## src/rtl/coproc_pkg.sv

```systemverilog
`default_nettype none
// ============================================================================
//  Module      : coproc_pkg
//  Description : Shared constants, opcodes and sequencer state encoding for
//                the matrix coprocessor.
//  Revision    : 1.0 - initial release
// ============================================================================
package coproc_pkg;

    // Matrix geometry fixed by the ALU operand bus format
    localparam int N_ELEM = 25;
    localparam int ELEM_W = 8;
    localparam int OPC_W  = 4;
    localparam int CNT_W  = $clog2(N_ELEM);

    // ALU opcodes known to the coprocessor (others are passed through untouched)
    localparam logic [OPC_W-1:0] OP_ADD = 4'd3;

    // Sequencer states
    typedef enum logic [2:0] {
        ST_IDLE     = 3'd0,
        ST_LOAD_A   = 3'd1,
        ST_LOAD_B   = 3'd2,
        ST_DRAIN    = 3'd3,
        ST_EXEC     = 3'd4,
        ST_WAIT_CLR = 3'd5,
        ST_STORE    = 3'd6,
        ST_DONE     = 3'd7
    } state_t;

    // True in the states that walk the element counter
    function automatic logic is_stream_state(input state_t s);
        return (s == ST_LOAD_A) || (s == ST_LOAD_B) || (s == ST_STORE);
    endfunction

endpackage : coproc_pkg
`default_nettype wire

```

## src/rtl/matrix_fetch_ctrl.sv

```systemverilog
`default_nettype none
// ============================================================================
//  Module      : matrix_fetch_ctrl
//  Description : Coprocessor sequencer in front of the matrix ALU. Fetches
//                operands A and B byte-wise, packs them onto the ALU buses,
//                runs the start/done handshake and writes the result back.
//  Revision    : 1.0 - initial release
// ============================================================================
module matrix_fetch_ctrl
    import coproc_pkg::*;
#(
    parameter int ADDR_W = 9,
    parameter int ELEM_W = coproc_pkg::ELEM_W,
    parameter int N_ELEM = coproc_pkg::N_ELEM
) (
    input  logic                       clk,
    input  logic                       rst_n,
    input  logic                       instr_valid,
    output logic                       instr_ready,
    input  logic [3:0]                 instr_opcode,
    input  logic [7:0]                 instr_escalar,
    input  logic [ADDR_W-1:0]          addr_a,
    input  logic [ADDR_W-1:0]          addr_b,
    input  logic [ADDR_W-1:0]          addr_c,
    output logic [ADDR_W-1:0]          mem_addr,
    output logic                       mem_rd,
    input  logic [ELEM_W-1:0]          mem_rdata,
    output logic                       mem_wr,
    output logic [ELEM_W-1:0]          mem_wdata,
    output logic                       ula_start,
    output logic [3:0]                 ula_opcode,
    output logic [7:0]                 ula_escalar,
    output logic [N_ELEM*ELEM_W-1:0]   matriz_a,
    output logic [N_ELEM*ELEM_W-1:0]   matriz_b,
    input  logic                       ula_done,
    input  logic [N_ELEM*ELEM_W-1:0]   matriz_resultante,
    output logic                       busy,
    output logic                       op_done
);

    localparam logic [CNT_W-1:0] K_LAST = CNT_W'(N_ELEM - 1);

    state_t              state;
    state_t              state_next;
    logic [CNT_W-1:0]    k;
    logic                k_last;
    logic                accept;

    logic [ADDR_W-1:0]   base_a;
    logic [ADDR_W-1:0]   base_b;
    logic [ADDR_W-1:0]   base_c;

    // Tag of the read issued in the previous cycle; its data arrives now
    logic                cap_valid;
    logic                cap_is_b;
    logic [CNT_W-1:0]    cap_idx;

    logic [ELEM_W-1:0]   a_elem [N_ELEM];
    logic [ELEM_W-1:0]   b_elem [N_ELEM];
    logic [ELEM_W-1:0]   r_elem [N_ELEM];

    assign k_last = (k == K_LAST);
    assign accept = instr_valid && instr_ready;

    // State register
    always_ff @(posedge clk or negedge rst_n) begin
        if (!rst_n) state <= ST_IDLE;
        else        state <= state_next;
    end

    // Next-state decode and Moore outputs
    always_comb begin
        state_next  = state;
        instr_ready = 1'b0;
        busy        = 1'b1;
        mem_rd      = 1'b0;
        mem_wr      = 1'b0;
        mem_addr    = '0;
        mem_wdata   = '0;
        ula_start   = 1'b0;
        op_done     = 1'b0;
        case (state)
            ST_IDLE: begin
                instr_ready = 1'b1;
                busy        = 1'b0;
                if (instr_valid) state_next = ST_LOAD_A;
            end
            ST_LOAD_A: begin
                mem_rd   = 1'b1;
                mem_addr = base_a + ADDR_W'(k);
                if (k_last) state_next = ST_LOAD_B;
            end
            ST_LOAD_B: begin
                mem_rd   = 1'b1;
                mem_addr = base_b + ADDR_W'(k);
                if (k_last) state_next = ST_DRAIN;
            end
            ST_DRAIN: begin
                state_next = ST_EXEC;
            end
            ST_EXEC: begin
                ula_start = 1'b1;
                if (ula_done) state_next = ST_WAIT_CLR;
            end
            ST_WAIT_CLR: begin
                // The ALU only drops done once it sees start low
                if (!ula_done) state_next = ST_STORE;
            end
            ST_STORE: begin
                mem_wr    = 1'b1;
                mem_addr  = base_c + ADDR_W'(k);
                mem_wdata = r_elem[k];
                if (k_last) state_next = ST_DONE;
            end
            ST_DONE: begin
                op_done    = 1'b1;
                state_next = ST_IDLE;
            end
            default: state_next = ST_IDLE;
        endcase
    end

    // Element counter shared by both load phases and the store phase
    always_ff @(posedge clk or negedge rst_n) begin
        if (!rst_n) begin
            k <= '0;
        end else if (accept) begin
            k <= '0;
        end else if (is_stream_state(state)) begin
            k <= k_last ? '0 : k + CNT_W'(1);
        end
    end

    // Instruction fields latched on accept and held until the next accept
    always_ff @(posedge clk or negedge rst_n) begin
        if (!rst_n) begin
            ula_opcode  <= '0;
            ula_escalar <= '0;
            base_a      <= '0;
            base_b      <= '0;
            base_c      <= '0;
        end else if (accept) begin
            ula_opcode  <= instr_opcode;
            ula_escalar <= instr_escalar;
            base_a      <= addr_a;
            base_b      <= addr_b;
            base_c      <= addr_c;
        end
    end

    // Read-data capture, one cycle behind the issuing read
    always_ff @(posedge clk or negedge rst_n) begin
        if (!rst_n) begin
            cap_valid <= 1'b0;
            cap_is_b  <= 1'b0;
            cap_idx   <= '0;
            for (int i = 0; i < N_ELEM; i++) begin
                a_elem[i] <= '0;
                b_elem[i] <= '0;
            end
        end else begin
            cap_valid <= mem_rd;
            cap_is_b  <= (state == ST_LOAD_B);
            cap_idx   <= k;
            if (cap_valid) begin
                if (cap_is_b) b_elem[cap_idx] <= mem_rdata;
                else          a_elem[cap_idx] <= mem_rdata;
            end
        end
    end

    // Result snapshot taken when the ALU reports done
    always_ff @(posedge clk or negedge rst_n) begin
        if (!rst_n) begin
            for (int i = 0; i < N_ELEM; i++) r_elem[i] <= '0;
        end else if ((state == ST_EXEC) && ula_done) begin
            for (int i = 0; i < N_ELEM; i++)
                r_elem[i] <= matriz_resultante[i*ELEM_W +: ELEM_W];
        end
    end

    // Pack element k onto bits [ELEM_W*k +: ELEM_W] of each operand bus
    generate
        for (genvar gi = 0; gi < N_ELEM; gi++) begin : g_pack
            assign matriz_a[gi*ELEM_W +: ELEM_W] = a_elem[gi];
            assign matriz_b[gi*ELEM_W +: ELEM_W] = b_elem[gi];
        end
    endgenerate

endmodule : matrix_fetch_ctrl
`default_nettype wire

```

## config.mk

```make
export PLATFORM = sky130hd
export DESIGN_NAME = matrix_fetch_ctrl
export DESIGN_NICKNAME = d
export VERILOG_FILES = /design/src/rtl/coproc_pkg.sv /design/src/rtl/matrix_fetch_ctrl.sv
export SDC_FILE = /design/constraint.sdc
export NUM_CORES = 1
export LEC_CHECK = 0
export ABC_AREA = 1
export BUFFER_PORTS_ARGS = -buffer_cell sky130_fd_sc_hd__buf_2
export CORE_AREA = 2 2 269 271
export DETAILED_ROUTE_END_ITERATION = 8
export DIE_AREA = 0 0 271 273
export HOLD_SLACK_MARGIN = 0.03
export PLACE_DENSITY = 0.69
export SLEW_MARGIN = 15
export SYNTH_ARGS = -nofsm -noshare
export SYNTH_HDL_FRONTEND = slang
export SYNTH_SLANG_ARGS = --single-unit
```

## constraint.sdc

```tcl
create_clock -name clk -period 3.1 [get_ports clk]
set_input_delay 0.775 -clock clk [delete_from_list [all_inputs] [get_ports clk]]
set_output_delay 0.775 -clock clk [all_outputs]
set_load 0.005 [all_outputs]
```

==> reports/metrics.csv, run 1 <==
stage,metric,value,unit
critical_path,crit_path_end_kind,output port,
routing,vias_per_cell,5.068,
clock_network,clk-insertion-delay-late,0.62,ns
logic_synthesis,yosysMostFrequentCell,nand2_1,
logic_synthesis,synth_common_cells,"729 x nand2_1, 654 x dfrtp_1, 418 x o21ai_0",
logic_synthesis,yosysWarnings,0,
die,die_w,271,um
status,status,"complete, but fails checks",
logic_synthesis,netlist_area,0.02665,mm2
clock_network,cts_root_buf,clkbuf_16,
critical_path,crit_fanout,6,
global_route,use_met2,40.14,%
critical_path,worstSetupStartpointType,register,
power,power_density,950.6,mW/mm2
power,ir_worst_vdd,0.0005722,V
global_route,met1_usage,29.83,%
power,p_leak,17.82,nW
sta,finalSetupTns,-3.105,ns
place,dp_hpwl,61450,um
logic_synthesis,synth_nets,3163,
logic_synthesis,syn_area_per_cell,9.193,um2
global_route,grt_pass1_vias,22595,
logic_synthesis,synthTopCellsByArea,"dfrtp_1 61%, nand2_1 10%, o21ai_0 7.8%",
sta,slew_headroom,49.14,%
critical_path,r2r_setup_slack,0.81,ns
clock_network,cts_tree,done,
clock_network,cts_hold_buf,0,
clock_network,cts_max_path_buffers,3,
routing,drc,0,
clock_network,cts_sinks,654,
finish,drive_gt1_share,33.34,%
die,die-area,0.07398,mm2
clock_network,htreeDepth,3,
logic_synthesis,ys_seq_elements,654,
finish,area_growth,33.19,%
logic_synthesis,synth.top_cell.area_share,61.41,%
global_route,gr-max-usage-layer,met2,
sta,finalWorstSetupSlack,-0.4564,ns
routing,drt_iter0_drc,2192,
place,dp_cells,4446,
logic_synthesis,synth_cells,2899,
critical_path,worstReg2RegEnd,r_elem[53]$_DFFE_PN0P_,
global_route,grt_pass1_wl,136200,um
power,total_power,33.74,mW
min_path,hp-class,in -> async,
place,gp_congestion,0.8702,
finish,final_cells,4610,
sta,timing.final.hold_violations,0,
die,start_util,37.54,%
sta,max_freq,281.2,MHz
logic_synthesis,synth_ff_type,dfrtp_1,
global_route,antenna_found_initial,6,
routing,wl_per_cell,19.81,um
logic_synthesis,synth.largest_area_cell,dfrtp_1,
critical_path,crit_type,reg -> out,
sta,fin_crit_sh,114.7,%
die,row_count,98,
global_route,grt_start_max_net_pins,83,
status,violations,setup timing,
finish,seq_area,0.01637,mm2
sta,setup_viol,14,
die,coreArea,0.07100,mm2
sta,slew_viol_final,0,
finish,fin_nets,3870,
logic_synthesis,synthArstFlopShare,100.0,%
die,boundaryPins,686,
logic_synthesis,yosysUniqueCellTypes,30,
routing,ant_nets,0,
logic_synthesis,synth_edf_count,0,
sta,skew,0.02307,ns
finish,n_fill_cell,6400,
routing,finalWirelength,91330,um
global_route,met3_usage,4.367,%
critical_path,cp.arrival,2.78,ns
die,die_h,273,um
flow_run,drv_cap,0,
routing,vias,23362,
finish,multiInputGateArea,0.009714,mm2
critical_path,r2r_start,state[1]$_DFFE_PN0P_,
clock_network,clk_pin_slew,0.06,ns
routing,firstDrtPassIters,7,
critical_path,cp_data_required_time,2.32,ns
critical_path,r2r_cells,11,
sta,rsz0062_at_grt,true,
sta,max_slew.worst_pin.slew,0.7629,ns
place,portBuffers,685,
global_route,gr-total-overflow,0,
global_route,grtUsageTotal,23.89,%
clock_network,cts_buffers,72,
logic_synthesis,yosysSeqAreaShare,61.41,%
place,place_ws,-0.04684,ns
sta,min_period,3.556,ns
-- cells by family after synthesis --
family / after synthesis / synth area share (%)
compound gates: 594 / 11.22
mux: 90 / 3.803
flops: 654 / 61.41
xor+xnor: 5 / 0.1643
buf+inv: 378 / 5.573
fa+ha+maj: 13 / 0.6385
simple gates: 1165 / 17.19
-- stage by stage --
step | hold WS [ns] | area (um2) | util (%)
after CTS | 0.1206 | 34900 | 49.16
after floorplan | 0.3781 | 26670 | -
after global routing | 0.1419 | 35500 | 50.00
after global placement | 0.4597 | 31420 | 44.25
final | 0.1469 | 35500 | 50.00
after detailed placement | 0.4673 | 31420 | 44.25
-- cell type report --
class                   instances  area share [%]
well taps                     950           3.348
diodes                          1        0.007049
repair buffers                809           14.20
clock buffers                 107           6.045
multi-input cells            1867           27.37
inverters                     202           2.171
flip-flops and latches        654           46.12
clock inverters                20          0.7437
-- worst max-delay path, cell delays in order (launching register included) --
cell	delay, ns
dfrtp_1	0.42
ha_4	0.21
nand2_4	0.08
o22ai_2	0.06
nor2_1	0.13
ha_2	0.21
inv_2	0.04
fa_2	0.35
o21ai_2	0.15
nand2_1	0.08
nand2_2	0.11
nand3_1	0.09
nand2_1	0.08
nor2_2	0.05
buf_2	0.12
-- sequential cells by signal, indices dropped and copies added, names as in the netlist --
name and count:
base_c 9, matriz_b 200, r_elem 200, cap_idx 5, ula_opcode 4, state 3, ula_escalar 8, cap_valid 1
cap_is_b 1, matriz_a 200, base_b 9, base_a 9, k 5
-- worst max path at each step --
stage,from,end,cells after the start
floorplan,state[0]$_DFFE_PN0P_,mem_addr[6],16
global placement,state[0]$_DFFE_PN0P_,mem_addr[6],14
detailed placement,state[0]$_DFFE_PN0P_,mem_addr[6],14
CTS,state[1]$_DFFE_PN0P_,mem_addr[6],14
global route,state[0]$_DFFE_PN0P_,mem_addr[8],15
finish,state[1]$_DFFE_PN0P_,mem_addr[8],14
-- cell usage in the layout (no fill, tap or decap), drive strengths merged --
| cell type | Yosys | routed |
|---|---|---|
| a21oi | 166 | 166 |
| a31o | 1 | 1 |
| buf | 58 | 806 |
| bufinv | 0 | 4 |
| clkbuf | 118 | 110 |
| clkinv | 5 | 14 |
| clkinvlp | 0 | 2 |
| dfrtp | 654 | 654 |
| diode | 0 | 1 |
| fa | 1 | 1 |
| ha | 12 | 12 |
| inv | 197 | 202 |
| mux2 | 90 | 90 |
| nand2 | 730 | 730 |
| nand3 | 123 | 123 |
| nand4 | 1 | 1 |
| nor2 | 305 | 305 |
| nor3 | 4 | 4 |
| o21a | 1 | 1 |
| o21ai | 418 | 418 |
| o221ai | 1 | 1 |
| o22ai | 7 | 7 |
| or2 | 2 | 2 |
| xnor2 | 2 | 2 |
| xor2 | 3 | 3 |
-- layer usage --
| metal | wire length, um | vias up |
|---|---|---|
| met5 | 26 | - |
| met4 | 4351 | 4 |
| met3 | 6743 | 248 |
| met2 | 44300 | 1064 |
| met1 | 35910 | 11304 |
| li1 | - | 10742 |
-- where the power goes --
group / total, mW / switching [mW] / internal (mW)
logic: 12.4 / 7.14 / 5.30
registers: 12.6 / 1.38 / 11.2
clock network: 8.75 / 3.59 / 5.16
-- repair_timing --
item                       CTS  global route
gates cloned                16             3
gates resized for setup    148           123
setup endpoints to repair   16            16
pin swaps                   93            87
setup buffers               12             5
No activity file was read; power rests on OpenSTA's default activity.
==> run 2, diff against run 1 <==
BUFFER_PORTS_ARGS = default   (was -buffer_cell sky130_fd_sc_hd__buf_2)
CTS_CLUSTER_SIZE = 10   (was default)
DONT_BUFFER_PORTS = 1   (was default)
PLACE_DENSITY = 0.61   (was 0.69)
==> run 2 against run 1 <==
  * The flow finishes with violations (hold timing, slew limit, setup timing)
  * Register-to-register slack got worse by 0.05 ns
  * Global-route usage fell by 2.3 points
  * Fmax is 0.64% higher
  * Sequential cell count is the same
  * Setup slack better by 0.023 ns
  * Non-clock buffer count fell by 716
  * Clock skew up 0.014 ns
  * Clock power shrank 7.7%
  * Die area stayed put
  * Highest routed layer unchanged
==> reports/metrics.csv, run 2 (synthesized netlist as in run 1, its figures left out) <==
stage,metric,value,unit,change
sta,max_freq,283.0,MHz,was 281.2 MHz
power,power_density,994.3,mW/mm2,was 950.6 mW/mm2
sta,max_slew.worst_pin.slew,3.233,ns,was 0.7629 ns
power,p_leak,15.13,nW,was 17.82 nW
critical_path,crit_path_end_kind,output port,,unchanged
critical_path,worstSetupStartpointType,register,,unchanged
die,coreArea,0.07100,mm2,unchanged
critical_path,crit_family,adder cells,,unchanged
die,die-area,0.07398,mm2,unchanged
critical_path,cp.arrival,2.76,ns,was 2.78 ns
finish,area_growth,16.74,%,was 33.19%
global_route,grtUsageTotal,21.59,%,was 23.89%
place,gp_congestion,0.8308,,was 0.8702
sta,skew,0.03750,ns,was 0.02307 ns
critical_path,cp_slowest_cell,dfrtp_1,,unchanged
finish,fin_util,43.82,%,was 50.00%
die,start_util,37.54,%,unchanged
critical_path,r2r_setup_slack,0.76,ns,was 0.81 ns
sta,setup_viol,8,,was 14
die,boundaryPins,686,,unchanged
routing,drc,0,,unchanged
status,violations,"hold timing, slew limit, setup timing",,was setup timing
sta,min_period,3.534,ns,was 3.556 ns
global_route,grt_start_max_net_pins,655,,was 83
place,dp_hpwl,55570,um,was 61450 um
routing,finalWirelength,85130,um,was 91330 um
critical_path,cp_data_required_time,2.32,ns,about the same
sta,slew_viol_final,438,,was 0
clock_network,cts_buffers,77,,was 72
critical_path,worstReg2RegEnd,ula_opcode[3]$_DFFE_PN0P_,,was r_elem[53]$_DFFE_PN0P_
sta,fin_crit_sh,114.0,%,was 114.7%
critical_path,crit_type,reg -> out,,unchanged
finish,drive_gt1_share,14.50,%,was 33.34%
global_route,grt_pass1_wl,122600,um,was 136200 um
power,total_power,30.93,mW,was 33.74 mW
clock_network,cts_root_buf,clkbuf_16,,unchanged
clock_network,clk_pin_slew,0.05,ns,was 0.06 ns
global_route,grt_pass1_vias,19167,,was 22595
place,portBuffers,0,,was 685
flow_run,drv_cap,0,,unchanged
critical_path,cp.buffers_inverters,1,,was 2
global_route,gr-total-overflow,0,,unchanged
finish,final_cells,3872,,was 4610
sta,whs,-0.1411,ns,was 0.1469 ns
critical_path,slowest_delay,0.41,ns,was 0.42 ns
critical_path,worst-path-stages,12,,was 14
place,dp_cells,3724,,was 4446
finish,seq_area,0.01637,mm2,unchanged
routing,vias_per_cell,5.168,,was 5.068
finish,fin_nets,3161,,was 3870
clock_network,cts_max_path_buffers,3,,unchanged
routing,firstDrtPassIters,6,,was 7
min_path,hp-class,in -> async,,unchanged
clock_network,htreeDepth,3,,unchanged
clock_network,clk-insertion-delay-late,0.63,ns,was 0.62 ns
finish,final_cell_mix,"700 x nand2_1, 651 x dfrtp_1, 412 x o21ai_0",,"was 683 x buf_2, 669 x nand2_1, 651 x dfrtp_1"
die,die_h,273,um,unchanged
sta,finalWorstSetupSlack,-0.4337,ns,was -0.4564 ns
global_route,antenna_found_initial,8,,was 6
finish,multiInputGateArea,0.009417,mm2,was 0.009714 mm2
sta,rsz0062_at_grt,true,,unchanged
die,die_w,271,um,unchanged
critical_path,crit_fanout,6,,unchanged
clock_network,cts_sinks,654,,unchanged
critical_path,path_cells,ha_4 > nand2_4 > o22ai_2 > nor2_1 > ha_2 > inv_2 > fa_2 > o21ai_2 > nand2_2 > nand2_4 > a21oi_1 > nor2_1,,was ha_4 > nand2_4 > o22ai_2 > nor2_1 > ha_2 > inv_2 > fa_2 > o21ai_2 > nand2_1 > nand2_2 > nand3_1 > nand2_1 > nor2_2 > buf_2
routing,ant_nets,0,,unchanged
routing,drt_iter0_drc,1770,,was 2192
status,status,"complete, but fails checks",,unchanged
power,ir_worst_vdd,0.0006018,V,was 0.0005722 V
sta,slew_headroom,-115.6,%,was 49.14%
sta,finalSetupTns,-2.607,ns,was -3.105 ns
finish,n_fill_cell,6824,,was 6400
finish,final_common_cell,nand2_1,,was buf_2
clock_network,cts_tree,done,,unchanged
critical_path,r2r_start,state[1]$_DFFE_PN0P_,,unchanged
critical_path,r2r_cells,8,,was 11
sta,timing.final.hold_violations,136,,was 0
place,place_ws,0.02235,ns,was -0.04684 ns
die,row_count,98,,unchanged
routing,vias,20011,,was 23362
routing,wl_per_cell,21.99,um,was 19.81 um
==> run 2: cell count changes in the layout (fill, tap and decap cells not counted), sizes merged <==
cell / previous run / this run
buf: 806 / 85
bufinv: 4 / 0
clkbuf: 110 / 98
clkinv: 14 / 12
diode: 1 / 5
inv: 202 / 199
==> run 2: timing repair <==
item	in CTS	in global routing
resized for setup	40	143
endpoints found under the hold margin	654	454
buffers inserted	12	17
setup endpoints to repair	16	16
cloned	2	13
pin swaps	18	63
==> run 2: worst max path at each step <==
stage	startpoint	endpoint	slack [ns]
floorplan	state[0]$_DFFE_PN0P_	mem_addr[6]	0.01
global placement	state[0]$_DFFE_PN0P_	mem_addr[6]	0.04
global route	state[0]$_DFFE_PN0P_	mem_addr[8]	-0.54
finish	state[1]$_DFFE_PN0P_	mem_addr[6]	-0.43
detailed placement	state[0]$_DFFE_PN0P_	mem_addr[6]	0.02
CTS	state[1]$_DFFE_PN0P_	mem_addr[6]	-0.44
==> run 2: cell type report <==
class                   count  area share (%)
diodes                      5         0.04021
clock buffers              90           6.446
clock inverters             9          0.5389
inverters                 202           2.533
multi-input cells        1867           30.26
flip-flops and latches    654           52.62
well taps                 950           3.820
repair buffers             93           3.663
repair inverters            2         0.07239
==> run 2: through the flow <==
step / area, um2 / hold slack, ns
CTS: 30140 / -0.1754
finish: 31110 / -0.1411
detailed placement: 27670 / 0.4950
global placement: 27670 / 0.4879
floorplan: 26670 / 0.3781
global route: 31110 / -0.1836
==> run 2: power breakdown <==
part / switching (mW) / leakage, nW / internal, mW
Sequential: 1.90 / 6.61 / 11.2
Clock: 3.50 / 1.05 / 4.58
Combinational: 5.81 / 7.47 / 3.95
==> run 2: per-layer routing <==
layer,track usage [%],wire (um),up-vias
met5,0,26,-
met4,8.447,3559,4
met1,25.67,32740,9684
li1,-,-,9269
met2,35.97,41090,833
met3,7.469,7721,221
